==> config.mk <==
export PLATFORM = sky130hd
export DESIGN_NAME = ddr3_cmd_timer
export DESIGN_NICKNAME = d
export VERILOG_FILES = /design/src/rtl/ddr3_cmd_timer_pkg.sv /design/src/rtl/ddr3_ref_timer.sv /design/src/rtl/ddr3_cmd_timer.sv
export SDC_FILE = /design/constraint.sdc
export NUM_CORES = 1
export LEC_CHECK = 0
export CAP_MARGIN = 10
export CORE_ASPECT_RATIO = 0.9
export CORE_MARGIN = 2
export CORE_UTILIZATION = 47
export CTS_BUF_LIST = sky130_fd_sc_hd__clkbuf_4 sky130_fd_sc_hd__clkbuf_8 sky130_fd_sc_hd__clkbuf_16
export CTS_CLUSTER_SIZE = 24
export DETAILED_ROUTE_END_ITERATION = 12
export PLACE_DENSITY = 0.81
export RECOVER_POWER = 25
export SYNTH_ARGS = -nofsm -noshare
export SYNTH_HDL_FRONTEND = slang
export SYNTH_SLANG_ARGS = --single-unit
==> constraint.sdc <==
create_clock -name clock -period 1.75 [get_ports clock]
set_input_delay 0.35 -clock clock [delete_from_list [all_inputs] [get_ports clock]]
set_output_delay 0.35 -clock clock [all_outputs]
set_load 0.02 [all_outputs]
==> src/rtl/ddr3_cmd_timer_pkg.sv <==
`default_nettype none
// ============================================================================
//  Module      : ddr3_cmd_timer_pkg
//  Description : Shared DDR3 command encodings ({ras_n,cas_n,we_n}) and
//                default JEDEC timing values, in clock cycles, for the
//                command timer and its refresh sub-block.
//  Revision    : 1.0 - initial release
// ============================================================================
package ddr3_cmd_timer_pkg;

    localparam logic [2:0] CMD_MODE = 3'b000;
    localparam logic [2:0] CMD_REFR = 3'b001;
    localparam logic [2:0] CMD_PREC = 3'b010;
    localparam logic [2:0] CMD_ACTV = 3'b011;
    localparam logic [2:0] CMD_WRIT = 3'b100;
    localparam logic [2:0] CMD_READ = 3'b101;
    localparam logic [2:0] CMD_ZQCL = 3'b110;
    localparam logic [2:0] CMD_NOOP = 3'b111;

    localparam int DEF_T_RCD  = 2;
    localparam int DEF_T_RP   = 2;
    localparam int DEF_T_RFC  = 12;
    localparam int DEF_T_MOD  = 12;
    localparam int DEF_T_ZQ   = 512;
    localparam int DEF_T_CCD  = 4;
    localparam int DEF_T_RDAP = 6;
    localparam int DEF_T_WRAP = 12;
    localparam int DEF_T_RTW  = 6;
    localparam int DEF_T_WTR  = 8;
    localparam int DEF_T_REFI = 780;

    // Column commands carry the auto-precharge flag on address bit 10.
    function automatic logic is_col_cmd(input logic [2:0] cmd);
        return (cmd == CMD_READ) || (cmd == CMD_WRIT);
    endfunction

endpackage
`default_nettype wire

==> src/rtl/ddr3_ref_timer.sv <==
`default_nettype none
// ============================================================================
//  Module      : ddr3_ref_timer
//  Description : tREFI interval counter with refresh-pending bookkeeping.
//                Build option DDR3_REF_POSTPONE_EN turns the single pending
//                flag into a 0..8 counter so refreshes can be postponed while
//                traffic is flowing.
//  Ports       : clock, reset_n     - clock / async active-low reset
//                ref_en             - timer enable (clears timer+pending low)
//                refr_accept        - a REFRESH was accepted this cycle
//                burst_open         - a seq burst is in progress
//                idle               - request line has been quiet 4 cycles
//                ref_req            - refresh wanted
//  Revision    : 1.0 - initial release
// ============================================================================
module ddr3_ref_timer
    import ddr3_cmd_timer_pkg::*;
#(
    parameter int T_REFI = DEF_T_REFI
) (
    input  logic clock,
    input  logic reset_n,
    input  logic ref_en,
    input  logic refr_accept,
    input  logic burst_open,
    input  logic idle,
    output logic ref_req
);

    logic [11:0] tmr_q, tmr_d;
    logic        expire;

    always_comb begin
        expire = ref_en && (tmr_q == 12'(T_REFI - 1));
        tmr_d  = 12'd0;
        if (ref_en && !expire) begin
            tmr_d = tmr_q + 12'd1;
        end
    end

    always_ff @(posedge clock or negedge reset_n) begin
        if (!reset_n) begin
            tmr_q <= 12'd0;
        end else begin
            tmr_q <= tmr_d;
        end
    end

`ifdef DDR3_REF_POSTPONE_EN
    logic [3:0] pend_q, pend_d;

    // Expiry and accept in the same cycle cancel; the count saturates at 8.
    always_comb begin
        pend_d = pend_q;
        if (!ref_en) begin
            pend_d = 4'd0;
        end else if (expire && !refr_accept) begin
            pend_d = (pend_q == 4'd8) ? 4'd8 : pend_q + 4'd1;
        end else if (!expire && refr_accept && (pend_q != 4'd0)) begin
            pend_d = pend_q - 4'd1;
        end
    end

    assign ref_req = !burst_open &&
                     ((pend_q == 4'd8) || ((pend_q != 4'd0) && idle));
`else
    logic pend_q, pend_d;
    logic unused_idle;

    // Expiry wins over a simultaneous accept, so the new interval is kept.
    always_comb begin
        pend_d = pend_q;
        if (!ref_en) begin
            pend_d = 1'b0;
        end else if (expire) begin
            pend_d = 1'b1;
        end else if (refr_accept) begin
            pend_d = 1'b0;
        end
    end

    assign unused_idle = idle;
    assign ref_req     = pend_q && !burst_open;
`endif

    always_ff @(posedge clock or negedge reset_n) begin
        if (!reset_n) begin
            pend_q <= '0;
        end else begin
            pend_q <= pend_d;
        end
    end

endmodule
`default_nettype wire

==> src/rtl/ddr3_cmd_timer.sv <==
`default_nettype none
// ============================================================================
//  Module      : ddr3_cmd_timer
//  Description : Accepts one DDR3 command per req/rdy handshake, registers it
//                onto the DFI command bus for one cycle and then withholds
//                ddl_rdy_o for the gap that command needs (including RD<->WR
//                turnaround). Owns the refresh timer via ddr3_ref_timer.
//                Build option: DDR3_REF_POSTPONE_EN (postponed refresh).
//  Ports       : clock, reset_n            - clock / async active-low reset
//                ref_en_i                  - enable refresh timer
//                ddl_req_i/ddl_rdy_o       - command handshake
//                ddl_seq_i                 - more commands of this burst follow
//                ddl_cmd_i/ba_i/adr_i      - command, bank, address
//                ddl_ref_o                 - refresh request
//                dfi_cs_no/cmd_o/ba_o/adr_o - DFI command bus
//  Revision    : 1.0 - initial release
// ============================================================================
module ddr3_cmd_timer
    import ddr3_cmd_timer_pkg::*;
#(
    parameter int DDR_ROW_BITS = 13,
    parameter int T_RCD  = DEF_T_RCD,
    parameter int T_RP   = DEF_T_RP,
    parameter int T_RFC  = DEF_T_RFC,
    parameter int T_MOD  = DEF_T_MOD,
    parameter int T_ZQ   = DEF_T_ZQ,
    parameter int T_CCD  = DEF_T_CCD,
    parameter int T_RDAP = DEF_T_RDAP,
    parameter int T_WRAP = DEF_T_WRAP,
    parameter int T_RTW  = DEF_T_RTW,
    parameter int T_WTR  = DEF_T_WTR,
    parameter int T_REFI = DEF_T_REFI
) (
    input  logic                    clock,
    input  logic                    reset_n,
    input  logic                    ref_en_i,
    input  logic                    ddl_req_i,
    input  logic                    ddl_seq_i,
    output logic                    ddl_rdy_o,
    output logic                    ddl_ref_o,
    input  logic [2:0]              ddl_cmd_i,
    input  logic [2:0]              ddl_ba_i,
    input  logic [DDR_ROW_BITS-1:0] ddl_adr_i,
    output logic                    dfi_cs_no,
    output logic [2:0]              dfi_cmd_o,
    output logic [2:0]              dfi_ba_o,
    output logic [DDR_ROW_BITS-1:0] dfi_adr_o
);

    logic [9:0]              wait_q, wait_d;
    logic [3:0]              rtw_q, rtw_d;
    logic [3:0]              wtr_q, wtr_d;
    logic                    rdy_en_q, rdy_en_d;
    logic                    burst_q, burst_d;
    logic                    refr_busy_q, refr_busy_d;
    logic [2:0]              idle_cnt_q, idle_cnt_d;
    logic                    cs_n_q, cs_n_d;
    logic [2:0]              cmd_q, cmd_d;
    logic [2:0]              ba_q, ba_d;
    logic [DDR_ROW_BITS-1:0] adr_q, adr_d;

    logic       accept;
    logic [9:0] gap_m1;
    logic       ref_req;
    logic       idle;
    logic       refr_hold;

    // rdy_en_q keeps the handshake closed during the cycle reset is released.
    assign ddl_rdy_o = rdy_en_q && (wait_q == 10'd0)
                       && !((ddl_cmd_i == CMD_WRIT) && (rtw_q != 4'd0))
                       && !((ddl_cmd_i == CMD_READ) && (wtr_q != 4'd0));
    assign accept    = ddl_req_i && ddl_rdy_o;

    // Gap minus one, because the accept cycle itself counts toward the gap.
    always_comb begin
        gap_m1 = 10'd0;
        case (ddl_cmd_i)
            CMD_ACTV: gap_m1 = 10'(T_RCD - 1);
            CMD_PREC: gap_m1 = 10'(T_RP - 1);
            CMD_REFR: gap_m1 = 10'(T_RFC - 1);
            CMD_MODE: gap_m1 = 10'(T_MOD - 1);
            CMD_ZQCL: gap_m1 = 10'(T_ZQ - 1);
            CMD_READ: gap_m1 = ddl_adr_i[10] ? 10'(T_RDAP - 1) : 10'(T_CCD - 1);
            CMD_WRIT: gap_m1 = ddl_adr_i[10] ? 10'(T_WRAP - 1) : 10'(T_CCD - 1);
            default:  gap_m1 = 10'd0;
        endcase
    end

    always_comb begin
        wait_d      = (wait_q != 10'd0) ? wait_q - 10'd1 : 10'd0;
        rtw_d       = (rtw_q != 4'd0) ? rtw_q - 4'd1 : 4'd0;
        wtr_d       = (wtr_q != 4'd0) ? wtr_q - 4'd1 : 4'd0;
        rdy_en_d    = 1'b1;
        burst_d     = burst_q;
        // The refresh hold ends on the last gap cycle.
        refr_busy_d = refr_busy_q && (wait_q != 10'd1);
        idle_cnt_d  = ddl_req_i ? 3'd0 :
                      ((idle_cnt_q == 3'd4) ? 3'd4 : idle_cnt_q + 3'd1);
        cs_n_d      = 1'b1;
        cmd_d       = CMD_NOOP;
        ba_d        = ba_q;
        adr_d       = adr_q;

        if (accept) begin
            wait_d  = gap_m1;
            burst_d = ddl_seq_i;
            if (ddl_cmd_i != CMD_NOOP) begin
                cs_n_d = 1'b0;
                cmd_d  = ddl_cmd_i;
                ba_d   = ddl_ba_i;
                adr_d  = ddl_adr_i;
            end
            if (is_col_cmd(ddl_cmd_i)) begin
                if (ddl_cmd_i == CMD_READ) begin
                    rtw_d = 4'(T_RTW - 1);
                end else begin
                    wtr_d = 4'(T_WTR - 1);
                end
            end
            if (ddl_cmd_i == CMD_REFR) begin
                refr_busy_d = (T_RFC > 1);
            end
        end
    end

    always_ff @(posedge clock or negedge reset_n) begin
        if (!reset_n) begin
            wait_q      <= 10'd0;
            rtw_q       <= 4'd0;
            wtr_q       <= 4'd0;
            rdy_en_q    <= 1'b0;
            burst_q     <= 1'b0;
            refr_busy_q <= 1'b0;
            idle_cnt_q  <= 3'd0;
            cs_n_q      <= 1'b1;
            cmd_q       <= CMD_NOOP;
            ba_q        <= 3'd0;
            adr_q       <= '0;
        end else begin
            wait_q      <= wait_d;
            rtw_q       <= rtw_d;
            wtr_q       <= wtr_d;
            rdy_en_q    <= rdy_en_d;
            burst_q     <= burst_d;
            refr_busy_q <= refr_busy_d;
            idle_cnt_q  <= idle_cnt_d;
            cs_n_q      <= cs_n_d;
            cmd_q       <= cmd_d;
            ba_q        <= ba_d;
            adr_q       <= adr_d;
        end
    end

    assign idle      = (idle_cnt_q == 3'd4);
    assign refr_hold = refr_busy_q && (wait_q != 10'd1);

    ddr3_ref_timer #(
        .T_REFI (T_REFI)
    ) u_ref_timer (
        .clock       (clock),
        .reset_n     (reset_n),
        .ref_en      (ref_en_i),
        .refr_accept (accept && (ddl_cmd_i == CMD_REFR)),
        .burst_open  (burst_q),
        .idle        (idle),
        .ref_req     (ref_req)
    );

    assign ddl_ref_o = ref_req || refr_hold;
    assign dfi_cs_no = cs_n_q;
    assign dfi_cmd_o = cmd_q;
    assign dfi_ba_o  = ba_q;
    assign dfi_adr_o = adr_q;

endmodule
`default_nettype wire

==> results of run 1 <==
## metal layers
metal	wire length (um)	track usage, %	up-vias
li1	-	-	977
met1	2850	27.0	1082
met2	3680	41.7	91
met3	393	6.55	37
met4	279	11.1	0
met5	0	0	-
## final cells by class
type                       count  share of cell area, %
clock buffer                   5                   1.81
inverter                       5                  0.492
clock inverter                 3                  0.657
tap                           67                   2.20
sequential                    54                   35.6
multi-input combinational    152                   33.3
timing repair buffer         104                   25.9
## power breakdown
part	switching (mW)	internal, mW	leakage, nW
registers	0.00682	1.25	0.701
logic	0.0686	0.0699	1.03
clock network	0.443	0.290	0.0447
## flip-flops by register name (all words and copies together), names as in the netlist
register	flops
u_ref_timer.pend_q	1
rdy_en_q	1
dfi_ba_o	3
wait_q	10
wtr_q	4
dfi_adr_o	13
rtw_q	4
refr_busy_q	1
dfi_cs_no	1
u_ref_timer.tmr_q	12
burst_q	1
dfi_cmd_o	3
## layout by cell type (no fill, tap or decap), types with 3 or more instances in the layout
master	Yosys	routed
nand3_4	0	3
nand2_1	13	11
buf_6	3	9
or4_4	0	3
nor3_1	5	5
dfstp_2	4	4
nand3_1	13	10
xor2_1	11	11
clkbuf_8	0	5
ha_1	4	3
nand3b_1	4	4
clkdlybuf4s50_1	0	38
buf_4	0	45
and3_1	5	4
xnor2_1	5	5
nand4_1	5	5
a21oi_1	3	3
o21ai_0	14	5
nor2_1	22	20
o21ai_2	0	6
mux2_4	16	17
dlygate4sd2_1	0	4
inv_1	5	3
buf_12	0	3
dfrtp_1	50	50
## how the worst min path moves through the flow
stage | startpoint | endpoint | cells after the start
6_report | reset_n | dfi_ba_o[2] | 2
5_1_grt | reset_n | dfi_ba_o[2] | 2
4_1_cts | reset_n | dfi_ba_o[2] | 2
3_5_place_dp | reset_n | wait_q[0] | 1
3_3_place_gp | reset_n | dfi_adr_o[11] | 1
2_1_floorplan | reset_n | burst_q | 0
## kinds of logic after synthesis
family	Yosys count	synth area share (%)
AO/OA/AOI/OAI	25	6.01
XOR/XNOR	16	5.48
adder cells (fa/ha/maj)	4	1.96
buffers and inverters	13	4.01
flip-flops	54	53.0
multiplexers	18	10.3
other	1	0.147
AND/OR/NAND/NOR	88	19.1
## metrics by stage
| step | setup WS [ps] | total power [mW] | instances |
|---|---|---|---|
| after floorplan | -92.8 | 1.33 | 219 |
| after global placement | -705 | 1.41 | 361 |
| after detailed placement | -708 | 1.41 | 361 |
| after CTS | -383 | 2.12 | 383 |
| after global routing | -411 | 2.21 | 390 |
| final | -374 | 2.13 | 390 |
## timing repair
action                     4_1_cts  5_1_grt
hold buffers                     1        0
gates resized for setup         44       25
buffers inserted                12        8
pin swaps                       13        9
setup endpoints to repair       38       42
gates cloned                     2        0
hold endpoints to repair         4        0
==> reports/qor.csv, run 1 <==
stage;metric;value;unit
cts;cts_root_buffer;clkbuf_8;
setup_path;regToRegSetupSlack;-370;ps
placed_design;dp_hpwl;4110;um
sta;max_slew.worst_pin.slew;529;ps
logic_synthesis;synth_top_area_share;48.9;%
drt;viasPerCell;5.61;
cts;cts_tree;built;
pwr;p_per_area;560;nW/um2
setup_path;cp_slowest_cell;or4_4;
final_layout;final_core_util;72.5;%
placed_design;port_buffers;45;
setup_path;cpMostUsedCell;buf_4;
cts;clock_path_buffers;2;
drt;firstDrtPassIters;4;
final_layout;layout-drive-gt1-share;37.8;%
logic_synthesis;ys_seq_area_share;53.0;%
sta;setup_viol;33;
sta;rsz0062_at_grt;yes;
global_route;grt_max_degree;31;
setup_path;crit_buf_inv;3;
die;die_w;81.8;um
logic_synthesis;ys_warn_count;0;
sta;hold_violations;0;
sta;final_max_slew_viol_count;0;
logic_synthesis;synth_top_cell_by_area;dfrtp_1;
placed_design;place.gp.congestion;0.790;
outcome;failed_checks;negative setup slack;
logic_synthesis;yosysUniqueCellTypes;42;
pwr;p_leak;1.78;nW
final_layout;antennaDiodeCount;0;
global_route;grt_pass1_vias;2315;
sta;tns;-8080;ps
logic_synthesis;ys_top_cells_by_area;dfrtp_1 (49%), mux2_4 (9.4%), dfstp_2 (4.1%);
setup_path;cp-startpoint;wtr_q[2];
setup_path;crit_family;simple AND/OR/NAND/NOR gates;
sta;finalCriticalPeriod;2120;ps
global_route;grt_usage;23.8;%
drt;ant_nets;0;
hold_path;hold_class;input port to asynchronous set/reset pin;
die;ios;46;
final_layout;multi_input_area;1270;um2
pwr;max-vdd-ir-drop;374;uV
setup_path;max_stage_delay;540;ps
setup_path;path_cells;or4_4 -> buf_4 -> o211ai_4 -> nand3_4 -> buf_4 -> buf_12 -> mux2_4;
setup_path;rr_worst_depth;7;
outcome;status;finished, violations left;
logic_synthesis;synth_edf_count;0;
die;die_h;74.0;um
setup_path;cp_num_cells;7;
drt;drc_errors;0;
drt;drt_first_iter_violations;133;
global_route;grt_overflow;0;
sta;slew_headroom;64.7;%
run;drv_cap;0;
sta;finClkSkew;16.6;ps
drt;vias;2187;
setup_path;r2r_end;dfi_adr_o[5];
final_layout;area_growth;48.9;%
cts;cts_buffers;5;
setup_path;end_kind;flip-flop;
placed_design;place_area;3330;um2
sta;min_period_over_period;121;%
logic_synthesis;netlist_area;2560;um2
logic_synthesis;synthFlopType;dfrtp_1;
final_layout;regArea;1360;um2
logic_synthesis;synthTopCellsByCount;dfrtp_1 (50), nor2_1 (22), mux2_4 (16), o21ai_0 (14);
logic_synthesis;avgSynthCellArea;11.7;um2
logic_synthesis;netlist_instances;219;
sta;fin_ws;-374;ps
setup_path;critical_path.max_fanout;5;
cts;clk_latency;320;ps
sta;timing.hold.ws;405;ps
sta;clock.fmax;0.471;GHz
final_layout;nets;350;
setup_path;cp_data_required_time;1950;ps
logic_synthesis;yosysMostFrequentCell;dfrtp_1;
drt;wl;7200;um
setup_path;arrival;2320;ps
setup_path;crit_type;flip-flop to flip-flop;
die;die-area;6050;um2
cts;cts_num_sinks;54;
global_route;grt_pass1_wl;10800;um
global_route;antenna_found_initial;0;
setup_path;critPathCapture;dfi_adr_o[5];
cts;ctsHtreeMaxLevel;2;
cts;path_clk_slew;110;ps
final_layout;finalInstanceArea;3810;um2
logic_synthesis;syn_nets;247;
logic_synthesis;synthArstFlopShare;100;%
die;rows;25;
logic_synthesis;synth-seq-cells;54;
setup_path;setup.worst_path.start_class;flip-flop;
final_layout;fillers;321;
die;core_area;5260;um2
drt;wl_per_cell;18.5;um
die;start_util;48.7;%
setup_path;reg2reg_from;wtr_q[2];
Power figures use the tool's default switching activity.
==> run 2: changes to the inputs <==
--- a/config.mk
+++ b/config.mk
@@ -5,14 +5,15 @@
 export SDC_FILE = /design/constraint.sdc
 export NUM_CORES = 1
 export LEC_CHECK = 0
+export ABC_CLOCK_PERIOD_IN_PS = 2500
 export CAP_MARGIN = 10
 export CORE_ASPECT_RATIO = 0.9
 export CORE_MARGIN = 2
-export CORE_UTILIZATION = 47
+export CORE_UTILIZATION = 56
 export CTS_BUF_LIST = sky130_fd_sc_hd__clkbuf_4 sky130_fd_sc_hd__clkbuf_8 sky130_fd_sc_hd__clkbuf_16
 export CTS_CLUSTER_SIZE = 24
 export DETAILED_ROUTE_END_ITERATION = 12
-export PLACE_DENSITY = 0.81
+export PLACE_DENSITY = 0.9
 export RECOVER_POWER = 25
 export SYNTH_ARGS = -nofsm -noshare
 export SYNTH_HDL_FRONTEND = slang
==> constraint.sdc (replaced) <==
create_clock -name clock -period 2.5 [get_ports clock]
set_input_delay 0.5 -clock clock [delete_from_list [all_inputs] [get_ports clock]]
set_output_delay 0.5 -clock clock [all_outputs]
set_load 0.02 [all_outputs]
==> run 2 against run 1 <==
- the run now ends clean
- worst setup slack better by 430 ps
- register-to-register slack gained 740 ps
- wire length decreased by 23%
- sequential power fell by 30%
- global-route usage is 0.15 points lower
- largest power group unchanged
- critical path type is now flip-flop to output pin
- hold slack better by 88 ps
- sequential share of layout area rose by 6.1 points
- die area fell by 15%
- via count down 14%
==> reports/qor.csv, run 2 (synthesis gave the netlist of run 1 again) <==
stage;metric;value;unit;change
cts;clk_latency;310;ps;was 320 ps
final_layout;multi_input_area;1110;um2;was 1270 um2
setup_path;cp_data_required_time;2000;ps;was 1950 ps
drt;vias;1889;;was 2187
pwr;report.power.total;1.46;mW;was 2.13 mW
sta;timing.hold.ws;493;ps;was 405 ps
sta;hold_violations;0;;unchanged
cts;cts_buffers;5;;unchanged
final_layout;final_cells;347;;was 390
cts;cts_num_sinks;54;;unchanged
cts;cts_tree;built;;unchanged
drt;drt_first_iter_violations;116;;was 133
placed_design;port_buffers;45;;unchanged
drt;viasPerCell;5.44;;was 5.61
sta;final_max_slew_viol_count;0;;unchanged
final_layout;fillers;319;;was 321
global_route;grt_overflow;0;;unchanged
sta;finClkSkew;4.50;ps;was 16.6 ps
pwr;p_leak;1.53;nW;was 1.78 nW
global_route;antenna_found_initial;0;;unchanged
sta;finalCriticalPeriod;2440;ps;
setup_path;rr_worst_depth;8;;was 7
die;core_area;4430;um2;was 5260 um2
sta;fin_ws;57.1;ps;was -374 ps
drt;ant_nets;0;;unchanged
cts;clock_path_buffers;2;;unchanged
cts;path_clk_slew;90;ps;was 110 ps
die;die-area;5130;um2;was 6050 um2
final_layout;regArea;1360;um2;unchanged
global_route;grt_pass1_wl;8880;um;was 10800 um
setup_path;critical_path.max_fanout;4;;was 5
final_layout;final_common_cell;dfrtp_1;;unchanged
setup_path;cp-startpoint;rtw_q[0];;was wtr_q[2]
die;ios;46;;unchanged
setup_path;setup.worst_path.start_class;flip-flop;;unchanged
drt;wl_per_cell;16.1;um;was 18.5 um
setup_path;crit_type;flip-flop to output pin;;was flip-flop to flip-flop
hold_path;hold_class;flip-flop to flip-flop;;was input port to asynchronous set/reset pin
drt;wl;5570;um;was 7200 um
die;die_w;75.3;um;was 81.8 um
pwr;max-vdd-ir-drop;509;uV;was 374 uV
final_layout;final_core_util;73.5;%;was 72.5%
placed_design;post-place-ws;-193;ps;was -708 ps
final_layout;area_growth;27.3;%;was 48.9%
setup_path;reg2reg_from;wait_q[0];;was wtr_q[2]
die;start_util;57.7;%;was 48.7%
run;drv_cap;0;;unchanged
placed_design;place.gp.congestion;0.853;;was 0.790
setup_path;end_kind;output pin;;was flip-flop
placed_design;dp_hpwl;3990;um;was 4110 um
drt;firstDrtPassIters;5;;was 4
sta;clock.fmax;0.409;GHz;
final_layout;nets;312;;was 350
cts;ctsHtreeMaxLevel;2;;unchanged
sta;min_period_over_period;97.7;%;
global_route;grt_max_degree;30;;was 31
final_layout;layout-drive-gt1-share;21.1;%;was 37.8%
cts;cts_root_buffer;clkbuf_8;;unchanged
drt;drc_errors;0;;unchanged
placed_design;post-place-cells;335;;was 361
global_route;grt_usage;23.6;%;was 23.8%
sta;slew_headroom;5.73;%;was 64.7%
sta;setup_viol;0;;was 33
final_layout;final_cell_mix;dfrtp_1 (50), clkdlybuf4s50_1 (42), nor2_1 (22);;was dfrtp_1 (50), buf_4 (45), clkdlybuf4s50_1 (38)
cts;ctsHoldBuffers;0;;was 1
outcome;status;completed;;was finished, violations left
setup_path;arrival;1940;ps;was 2320 ps
final_layout;antennaDiodeCount;0;;unchanged
final_layout;largest_reg_flops;13;;unchanged
hold_path;hp-start;u_ref_timer.tmr_q[0];;
global_route;grt_pass1_vias;1897;;was 2315
die;die_h;68.1;um;was 74.0 um
pwr;p_per_area;448;nW/um2;was 560 nW/um2
die;rows;23;;was 25
sta;max_slew.worst_pin.slew;1410;ps;was 529 ps
hold_path;min_path_cells;1;;
-- run 2: cell types whose count changed in the layout (fill, tap and decap cells not counted), moves of 3 or more --
| cell | delta |
|---|---|
| buf_4 | -26 |
| nand3_4 | -3 |
| o21ai_2 | -6 |
| or4_4 | -3 |
| nand3_1 | +3 |
| o21ai_0 | +8 |
| clkdlybuf4s50_1 | +4 |
| dlygate4sd2_1 | -3 |
| buf_6 | -9 |
-- run 2: metrics by stage --
step           area [um2]  setup TNS, ps
2_1_floorplan        2560              0
3_3_place_gp         3150           -158
3_5_place_dp         3150           -193
4_1_cts              3240              0
5_1_grt              3260          -5.95
6_report             3260              0
-- run 2: worst max-delay path: stages, from the launching register on --
cell     delay, ps
dfrtp_1        420
or4_2          670
a22oi_2        210
and3_1         170
buf_2          160
-- run 2: per-layer routing --
layer	part of all wire [%]	vias up	GRT usage (%)
met1	42	941	30.6
met2	53	45	38.9
met3	4.2	6	4.42
met4	1.0	0	10.3
met5	0	-	0
li1	-	897	-
-- run 2: layout make-up --
| class | count | area share (%) |
|---|---|---|
| flip-flops and latches | 54 | 41.6 |
| multi-input cells | 152 | 34.0 |
| repair buffers | 66 | 18.6 |
| well taps | 62 | 2.38 |
| clock buffers | 6 | 2.34 |
| inverters | 5 | 0.576 |
| clock inverters | 2 | 0.423 |
-- run 2: worst paths after layout --
kind | end | slack (ps)
max | ddl_rdy_o | 60
min | u_ref_timer.tmr_q[0] | 490
max reg2reg | dfi_adr_o[2] | 370
min reg2reg | u_ref_timer.tmr_q[0] | 490
max in group asynchronous | wait_q[5] | 620
min in group asynchronous | dfi_adr_o[2] | 500
-- run 2: repair_timing --
item	CTS	global route
cloned	0	0
resized for setup	6	1
setup endpoints to repair	2	2
pin swaps	1	2
buffers inserted	0	4
-- run 2: power by group --
| part | leakage (nW) | internal [mW] | switching [mW] |
|---|---|---|---|
| registers | 0.701 | 0.878 | 0.00516 |
| clock network | 0.0486 | 0.209 | 0.280 |
| logic | 0.780 | 0.0454 | 0.0428 |
